$ cat src/rtl/seq_stage_controller_pkg.sv
`default_nettype none
// ============================================================================
//  Module   : y86_pkg
//  Purpose  : Shared Y-86 encodings for the SEQ stage controller: icodes,
//             status codes, controller state encoding, icode helpers.
//  Revision : 1.0  initial release
// ============================================================================
package y86_pkg;

   // Instruction codes
   localparam logic [3:0] IHALT   = 4'h0;
   localparam logic [3:0] INOP    = 4'h1;
   localparam logic [3:0] IRRMOVQ = 4'h2;
   localparam logic [3:0] IIRMOVQ = 4'h3;
   localparam logic [3:0] IRMMOVQ = 4'h4;
   localparam logic [3:0] IMRMOVQ = 4'h5;
   localparam logic [3:0] IOPQ    = 4'h6;
   localparam logic [3:0] IJXX    = 4'h7;
   localparam logic [3:0] ICALL   = 4'h8;
   localparam logic [3:0] IRET    = 4'h9;
   localparam logic [3:0] IPUSHQ  = 4'hA;
   localparam logic [3:0] IPOPQ   = 4'hB;

   // Processor status codes
   localparam logic [2:0] SAOK = 3'd1;
   localparam logic [2:0] SHLT = 3'd2;
   localparam logic [2:0] SADR = 3'd3;
   localparam logic [2:0] SINS = 3'd4;

   // Controller states
   typedef enum logic [2:0] {
      ST_IDLE      = 3'd0,
      ST_FETCH     = 3'd1,
      ST_DECODE    = 3'd2,
      ST_EXECUTE   = 3'd3,
      ST_MEMORY    = 3'd4,
      ST_WRITEBACK = 3'd5,
      ST_PCUPD     = 3'd6,
      ST_HALT      = 3'd7
   } ctrl_state_t;

   // Instructions that touch data memory and therefore need the req/ack handshake
   function automatic logic is_mem_icode(input logic [3:0] icode);
      return (icode == IRMMOVQ) || (icode == IMRMOVQ) || (icode == ICALL) ||
             (icode == IRET)    || (icode == IPUSHQ)  || (icode == IPOPQ);
   endfunction

endpackage
`default_nettype wire

$ cat src/rtl/seq_stage_controller_if.sv
`default_nettype none
// ============================================================================
//  Module   : seq_stage_controller_if
//  Purpose  : Bundle between the SEQ controller and the fetch/execute/memory
//             datapath. master = controller, slave = datapath side.
//  Revision : 1.0  initial release
// ============================================================================
interface seq_stage_controller_if #(
   parameter int CNT_W = 32
);
   import y86_pkg::*;

   // Datapath -> controller
   logic              start;
   logic              run;
   logic [3:0]        icode;
   logic              Cnd;
   logic [63:0]       valC;
   logic [63:0]       valP;
   logic [63:0]       valM;
   logic              instruct_err;
   logic              imem_err;
   logic              mem_ack;
   logic              dmem_err;

   // Controller -> datapath
   logic [63:0]       PC;
   logic              fetch_en;
   logic              decode_en;
   logic              execute_en;
   logic              memory_en;
   logic              writeback_en;
   logic              mem_req;
   logic [2:0]        stat;
   logic              halted;
   logic [CNT_W-1:0]  instr_count;

   modport master (
      input  start, run, icode, Cnd, valC, valP, valM,
             instruct_err, imem_err, mem_ack, dmem_err,
      output PC, fetch_en, decode_en, execute_en, memory_en, writeback_en,
             mem_req, stat, halted, instr_count
   );

   modport slave (
      output start, run, icode, Cnd, valC, valP, valM,
             instruct_err, imem_err, mem_ack, dmem_err,
      input  PC, fetch_en, decode_en, execute_en, memory_en, writeback_en,
             mem_req, stat, halted, instr_count
   );

endinterface
`default_nettype wire

$ cat src/rtl/seq_stage_controller_pc_select.sv
`default_nettype none
// ============================================================================
//  Module   : seq_pc_select
//  Purpose  : Combinational next-PC mux: call and taken jump go to valC,
//             ret goes to the latched memory word, all else falls through.
//  Revision : 1.0  initial release
// ============================================================================
module seq_pc_select
   import y86_pkg::*;
(
   input  logic [3:0]  i_icode,
   input  logic        i_cnd,
   input  logic [63:0] i_valc,
   input  logic [63:0] i_valp,
   input  logic [63:0] i_valm,
   output logic [63:0] o_next_pc
);

   // Next-PC priority mux
   always_comb begin
      o_next_pc = i_valp;
      if (i_icode == ICALL) begin
         o_next_pc = i_valc;
      end else if ((i_icode == IJXX) && i_cnd) begin
         o_next_pc = i_valc;
      end else if (i_icode == IRET) begin
         o_next_pc = i_valm;
      end
   end

endmodule
`default_nettype wire

$ cat src/rtl/seq_stage_controller.sv
`default_nettype none
// ============================================================================
//  Module   : seq_stage_controller
//  Purpose  : Multi-cycle Y-86 SEQ sequencer. Owns the PC, strobes one stage
//             per cycle, handshakes with data memory and tracks status.
//  Revision : 1.0  initial release
// ============================================================================
module seq_stage_controller
   import y86_pkg::*;
#(
   parameter logic [63:0] RESET_PC = 64'd0,
   parameter int          CNT_W    = 32
)(
   input  logic                  clk,
   input  logic                  rst,
   seq_stage_controller_if.master bus
);

   ctrl_state_t        r_state;
   logic [63:0]        r_pc;
   logic [63:0]        r_valm;
   logic [3:0]         r_icode;
   logic [2:0]         r_stat;
   logic [CNT_W-1:0]   r_instr_count;

   logic [63:0]        w_next_pc;
   logic               w_mem_instr;

   // icode is captured in DECODE so MEMORY/PCUPD see a stable value
   assign w_mem_instr = is_mem_icode(r_icode);

   seq_pc_select u_pc_select (
      .i_icode   (r_icode),
      .i_cnd     (bus.Cnd),
      .i_valc    (bus.valC),
      .i_valp    (bus.valP),
      .i_valm    (r_valm),
      .o_next_pc (w_next_pc)
   );

   // Sequencer FSM with PC, status, retired count and ret-address latch
   always_ff @(posedge clk or posedge rst) begin
      if (rst) begin
         r_state       <= ST_IDLE;
         r_pc          <= RESET_PC;
         r_valm        <= 64'd0;
         r_icode       <= INOP;
         r_stat        <= SAOK;
         r_instr_count <= '0;
      end else begin
         case (r_state)
            ST_IDLE: begin
               if (bus.start) begin
                  r_state <= ST_FETCH;
               end
            end
            ST_FETCH: begin
               // Address errors outrank invalid-instruction errors
               if (bus.imem_err) begin
                  r_stat  <= SADR;
                  r_state <= ST_HALT;
               end else if (bus.instruct_err) begin
                  r_stat  <= SINS;
                  r_state <= ST_HALT;
               end else begin
                  r_state <= ST_DECODE;
               end
            end
            ST_DECODE: begin
               r_icode <= bus.icode;
               if (bus.icode > IPOPQ) begin
                  r_stat  <= SINS;
                  r_state <= ST_HALT;
               end else if (bus.icode == IHALT) begin
                  r_stat  <= SHLT;
                  r_state <= ST_HALT;
               end else begin
                  r_state <= ST_EXECUTE;
               end
            end
            ST_EXECUTE: begin
               r_state <= ST_MEMORY;
            end
            ST_MEMORY: begin
               if (w_mem_instr) begin
                  // Request is held until the ack cycle; leave on the ack itself
                  if (bus.mem_ack) begin
                     r_valm <= bus.valM;
                     if (bus.dmem_err) begin
                        r_stat  <= SADR;
                        r_state <= ST_HALT;
                     end else begin
                        r_state <= ST_WRITEBACK;
                     end
                  end
               end else begin
                  r_state <= ST_WRITEBACK;
               end
            end
            ST_WRITEBACK: begin
               r_state <= ST_PCUPD;
            end
            ST_PCUPD: begin
               r_pc          <= w_next_pc;
               r_instr_count <= r_instr_count + {{(CNT_W-1){1'b0}}, 1'b1};
               r_state       <= bus.run ? ST_FETCH : ST_IDLE;
            end
            ST_HALT: begin
               r_state <= ST_HALT;
            end
         endcase
      end
   end

   // Outputs: registers or pure state decodes only
   assign bus.PC           = r_pc;
   assign bus.fetch_en     = (r_state == ST_FETCH);
   assign bus.decode_en    = (r_state == ST_DECODE);
   assign bus.execute_en   = (r_state == ST_EXECUTE);
   assign bus.memory_en    = (r_state == ST_MEMORY);
   assign bus.writeback_en = (r_state == ST_WRITEBACK);
   assign bus.mem_req      = (r_state == ST_MEMORY) && w_mem_instr;
   assign bus.stat         = r_stat;
   assign bus.halted       = (r_state == ST_HALT);
   assign bus.instr_count  = r_instr_count;

endmodule
`default_nettype wire

$ cat src/flat_wrapper.sv
// flat-port wrapper written by rule: the top's interface ports become plain ports
module seq_stage_controller_flat import y86_pkg::*;
#(
   parameter logic [63:0] RESET_PC = 64'd0,
   parameter int          CNT_W    = 32
)
  (clk, rst, bus_start, bus_run, bus_icode, bus_Cnd, bus_valC, bus_valP, bus_valM, bus_instruct_err, bus_imem_err, bus_mem_ack, bus_dmem_err, bus_PC, bus_fetch_en, bus_decode_en, bus_execute_en, bus_memory_en, bus_writeback_en, bus_mem_req, bus_stat, bus_halted, bus_instr_count);
  seq_stage_controller_if #(.CNT_W(CNT_W)) bus_i ();
  input  logic clk;
  input  logic rst;
  input wire logic [$bits(bus_i.start)-1:0] bus_start;
  input wire logic [$bits(bus_i.run)-1:0] bus_run;
  input wire logic [$bits(bus_i.icode)-1:0] bus_icode;
  input wire logic [$bits(bus_i.Cnd)-1:0] bus_Cnd;
  input wire logic [$bits(bus_i.valC)-1:0] bus_valC;
  input wire logic [$bits(bus_i.valP)-1:0] bus_valP;
  input wire logic [$bits(bus_i.valM)-1:0] bus_valM;
  input wire logic [$bits(bus_i.instruct_err)-1:0] bus_instruct_err;
  input wire logic [$bits(bus_i.imem_err)-1:0] bus_imem_err;
  input wire logic [$bits(bus_i.mem_ack)-1:0] bus_mem_ack;
  input wire logic [$bits(bus_i.dmem_err)-1:0] bus_dmem_err;
  output wire logic [$bits(bus_i.PC)-1:0] bus_PC;
  output wire logic [$bits(bus_i.fetch_en)-1:0] bus_fetch_en;
  output wire logic [$bits(bus_i.decode_en)-1:0] bus_decode_en;
  output wire logic [$bits(bus_i.execute_en)-1:0] bus_execute_en;
  output wire logic [$bits(bus_i.memory_en)-1:0] bus_memory_en;
  output wire logic [$bits(bus_i.writeback_en)-1:0] bus_writeback_en;
  output wire logic [$bits(bus_i.mem_req)-1:0] bus_mem_req;
  output wire logic [$bits(bus_i.stat)-1:0] bus_stat;
  output wire logic [$bits(bus_i.halted)-1:0] bus_halted;
  output wire logic [$bits(bus_i.instr_count)-1:0] bus_instr_count;
  assign bus_i.start = bus_start;
  assign bus_i.run = bus_run;
  assign bus_i.icode = bus_icode;
  assign bus_i.Cnd = bus_Cnd;
  assign bus_i.valC = bus_valC;
  assign bus_i.valP = bus_valP;
  assign bus_i.valM = bus_valM;
  assign bus_i.instruct_err = bus_instruct_err;
  assign bus_i.imem_err = bus_imem_err;
  assign bus_i.mem_ack = bus_mem_ack;
  assign bus_i.dmem_err = bus_dmem_err;
  assign bus_PC = bus_i.PC;
  assign bus_fetch_en = bus_i.fetch_en;
  assign bus_decode_en = bus_i.decode_en;
  assign bus_execute_en = bus_i.execute_en;
  assign bus_memory_en = bus_i.memory_en;
  assign bus_writeback_en = bus_i.writeback_en;
  assign bus_mem_req = bus_i.mem_req;
  assign bus_stat = bus_i.stat;
  assign bus_halted = bus_i.halted;
  assign bus_instr_count = bus_i.instr_count;
  seq_stage_controller #(.RESET_PC(RESET_PC), .CNT_W(CNT_W)) u_core (.clk(clk), .rst(rst), .bus(bus_i));
endmodule
$ cat config.mk
export PLATFORM = sky130hd
export DESIGN_NAME = seq_stage_controller_flat
export DESIGN_NICKNAME = d
export VERILOG_FILES = /design/src/rtl/seq_stage_controller_pkg.sv /design/src/rtl/seq_stage_controller_if.sv /design/src/rtl/seq_stage_controller_pc_select.sv /design/src/rtl/seq_stage_controller.sv /design/src/flat_wrapper.sv
export SDC_FILE = /design/constraint.sdc
export NUM_CORES = 1
export LEC_CHECK = 0
export CAP_MARGIN = 20
export CORE_ASPECT_RATIO = 1.2
export CORE_UTILIZATION = 42
export CTS_CLUSTER_SIZE = 28
export DETAILED_ROUTE_END_ITERATION = 10
export HOLD_SLACK_MARGIN = 0.05
export PLACE_DENSITY = 0.85
export SYNTH_ARGS = -nofsm -noshare
export SYNTH_HDL_FRONTEND = slang
export SYNTH_HIERARCHICAL = 1
export SYNTH_SLANG_ARGS = --single-unit
export TNS_END_PERCENT = 100
$ cat constraint.sdc
create_clock -name clk -period 5.2 [get_ports clk]
set_clock_uncertainty 0.05 [all_clocks]
set_input_delay 0.78 -clock clk [delete_from_list [all_inputs] [get_ports clk]]
set_output_delay 0.78 -clock clk [all_outputs]
set_load 0.005 [all_outputs]
==> results by group <==
Job
  • Max Cap Viol: 0

Synth
  • Synth Net Count: 943
  • Gate Count Post-Synth: 737
  • Synth Flop Type: dfrtp_1
  • Adder-Cell Fraction of Synth Area: 0.001372
  • EDFF count, synth: 0
  • Sequential share of the synthesized area: 0.4667
  • Largest family of logic cells by synthesized area: multiplexers
  • Mean Syn Cell Area: 12.38 µm²
  • Yosys warning total: 6
  • Post-Synth XOR/XNOR Area: 0.02977
  • Netlist cell types: 44
  • Async SR Flop Fraction: 1.000
  • Simple-Gate Fraction of Synth Area: 0.1344
  • Area leader, netlist: dfrtp_1
  • Synth area leaders: dfrtp_1 46%, mux2_4 30%, nand2_1 8.4%
  • Post-synth top area share: 0.4609
  • Mapped Area: 9121 µm²
  • Compound-Gate Fraction of Synth Area: 0.01385
  • Proportion of synthesized area in mux cells: 0.3160
  • Yosys reg bits: 170

Global routing
  • First-pass GRT wire length: 36.97 mm
  • Grt peak-use layer: met2
  • Vias in the first global route: 6904
  • Largest net degree at the start of global routing: 171
  • Grt met3 use: 0.05152
  • Total track usage: 0.2205
  • Met1 Track Usage GR: 0.2606
  • Gr ovfl total: 0
  • Grt met2 use: 0.3759
  • Initial antenna violation count: 2

Route
  • Total Wirelength: 23.91 mm
  • Drt wl/cell: 18.12 µm
  • Routed Antenna Nets: 0
  • Vias per Instance: 5.013
  • Pre-antenna DRT Iters: 5
  • DRC: 0
  • Initial DRC Count: 269
  • Via count: 6617

Floorplan
  • I/O pins: 311
  • DIE AREA: 22310 µm²
  • Die width: 136.5 µm
  • # rows: 58
  • Die Span Y: 163.4 µm
  • Initial core utilization: 0.4319
  • Core region area: 21120 µm²

CTS
  • Max Buffers Root-to-Sink: 2
  • Clock Tree Root: clkbuf_16
  • CTS tree: yes
  • Post-CTS Hold Buffers: 0
  • Clock slew at reported path FFs: 0.07 ns
  • H-tree levels: 4
  • Post_cts resized: 0
  • Worst-Skew Late Latency: 0.43 ns
  • Clock Sinks: 170
  • Post-CTS Setup Bufs: 0
  • Total CTS buffers: 17

Critical path
  • Critical path cell sequence: nand2b_1 -> nor2_1 -> clkdlybuf4s50_1
  • Arrival time at the worst endpoint: 2.34 ns
  • Setup Crit Path Kind: reg -> out
  • Slowest stage delay, CP: 0.61 ns
  • CP Data Required Time: 4.37 ns
  • Crit. End Element: output port
  • CP max FO: 13
  • Slowest-stage cell, CP: clkdlybuf4s50_1
  • CP top delay family: simple AND/OR/NAND/NOR gates
  • R2R depth: 4
  • WP buf/inv: 1
  • Crit start category: flip-flop
  • Crit path depth: 3

Cells and area
  • Post-route cell area: 12940 µm²
  • Fillers: 1691
  • Most frequent cells in the layout: 310 x clkdlybuf4s50_1, 205 x nand2_1, 180 x mux2_4
  • P&R area growth vs syn: 41.89%
  • Number of nets in the layout: 1242
  • Commonest non-fill, non-tap cell in the layout: clkdlybuf4s50_1
  • Post-Route Utilization: 0.6129
  • Share of cells above drive strength 1: 0.2374

STA
  • Setup TNS: 0 ns
  • Final Hold Vio Count: 0
  • Hold slack final: 0.4238 ns
  • Fin crit share: 0.6095
  • Slew Limit Fails: 0
  • Slew @ Worst Pin: 1.036 ns
  • Highest Clock Rate: 0.3155 GHz
  • Slew Limit Headroom: 0.3095
  • RSZ-0062 raised after global routing: no
  • Final min period: 3.170 ns
  • Final setup violation count: 0

Power and ir drop
  • Tot Pwr: 6.071 mW
  • P_leak: 6.222 nW
  • VDD IR max: 0.0003020 V
  • P per Cell Area: 469.0 nW/µm²

Place
  • Dpl cell area: 12350 µm²
  • PortBufs: 310
  • Detailed Place HPWL: 17.28 mm
  • Placer Congestion: 0.8481

Hold path
  • Hold depth: 1
  • Hold crit path type: reg -> reg

Outcome
  • Status: finished clean
final timing paths:
check                                                         end                                    from  slack (ns)
min in group asynchronous            u_core/bus.PC[3]$_DFFE_PP0N_                                     rst        0.89
max                                                 bus_decode_en           u_core/r_state[2]$_DFFE_PP0P_        2.03
max reg2reg                u_core/bus.instr_count[26]$_DFFE_PP0N_           u_core/r_state[2]$_DFFE_PP0P_        2.20
max in group asynchronous           u_core/r_valm[33]$_DFFE_PP0P_                                     rst        3.44
min reg2reg                u_core/bus.instr_count[31]$_DFFE_PP0N_  u_core/bus.instr_count[31]$_DFFE_PP0N_        0.42
min                        u_core/bus.instr_count[31]$_DFFE_PP0N_  u_core/bus.instr_count[31]$_DFFE_PP0N_        0.42
sequential cells by signal, indices dropped and copies added, names as in the netlist:
register,count
u_core/r_valm,64
u_core/bus.stat,3
u_core/bus.PC,64
u_core/r_icode,4
u_core/bus.instr_count,32
u_core/r_state,3
where the power goes:
part / total (mW) / switching [mW] / internal [mW] / leakage [nW]
sequential: 2.18 / 0.348 / 1.83 / 2.16
clock: 1.27 / 0.568 / 0.700 / 0.293
combinational: 2.62 / 1.00 / 1.62 / 3.77
total: 6.07 / 1.92 / 4.15 / 6.22
worst reg2reg max path, stage by stage (launching register included):
cell	delay (ns)
dfrtp_1	0.60
nand3b_4	0.76
nor4_1	1.08
nand4_1	0.21
xnor2_1	0.18
synthesized netlist by cell type (all sizes together), types with 2 or more instances:
cell and count:
nand3 14, nor4 3, nand4 13, a211oi 2, a31oi 2, clkbuf 13
nor4b 2, nand2b 4, dfrtp 168, and3 8, a21oi 4, inv 8
a21o 2, mux2 196, xnor2 26, a221oi 2, or3b 2, nand2 206
xor2 5, nor3 5, and4 2, nor2 13, buf 25, dfstp 2
cells by family after synthesis:
| group | after synthesis |
|---|---|
| AO/OA/AOI/OAI | 15 |
| XOR/XNOR | 31 |
| adder cells (fa/ha/maj) | 1 |
| buffers and inverters | 46 |
| flip-flops | 170 |
| multiplexers | 196 |
| AND/OR/NAND/NOR | 278 |
per-stage QoR:
stage               cells  setup slack [ns]
floorplan             737             2.203
global placement     1287             2.062
detailed placement   1287             2.031
CTS                  1319             2.066
global route         1320             1.931
finish               1320             2.030
metal layers:
metal	share of wire	vias to the layer above
li1	-	3096
met1	0.40	3246
met2	0.51	227
met3	0.053	48
met4	0.035	0
met5	0	-
cell type report:
cell class / count / area, µm² / share of cell area
antenna: 1 / 2.502 / 0.0001933
clock buffer: 19 / 452.9 / 0.03500
clock inverter: 13 / 137.6 / 0.01063
inverter: 8 / 33.78 / 0.002610
multi-input combinational: 521 / 4533 / 0.3503
sequential: 170 / 4257 / 0.3289
tap: 270 / 337.8 / 0.02610
timing repair buffer: 318 / 3188 / 0.2463
No activity file was read; power rests on OpenSTA's default activity.
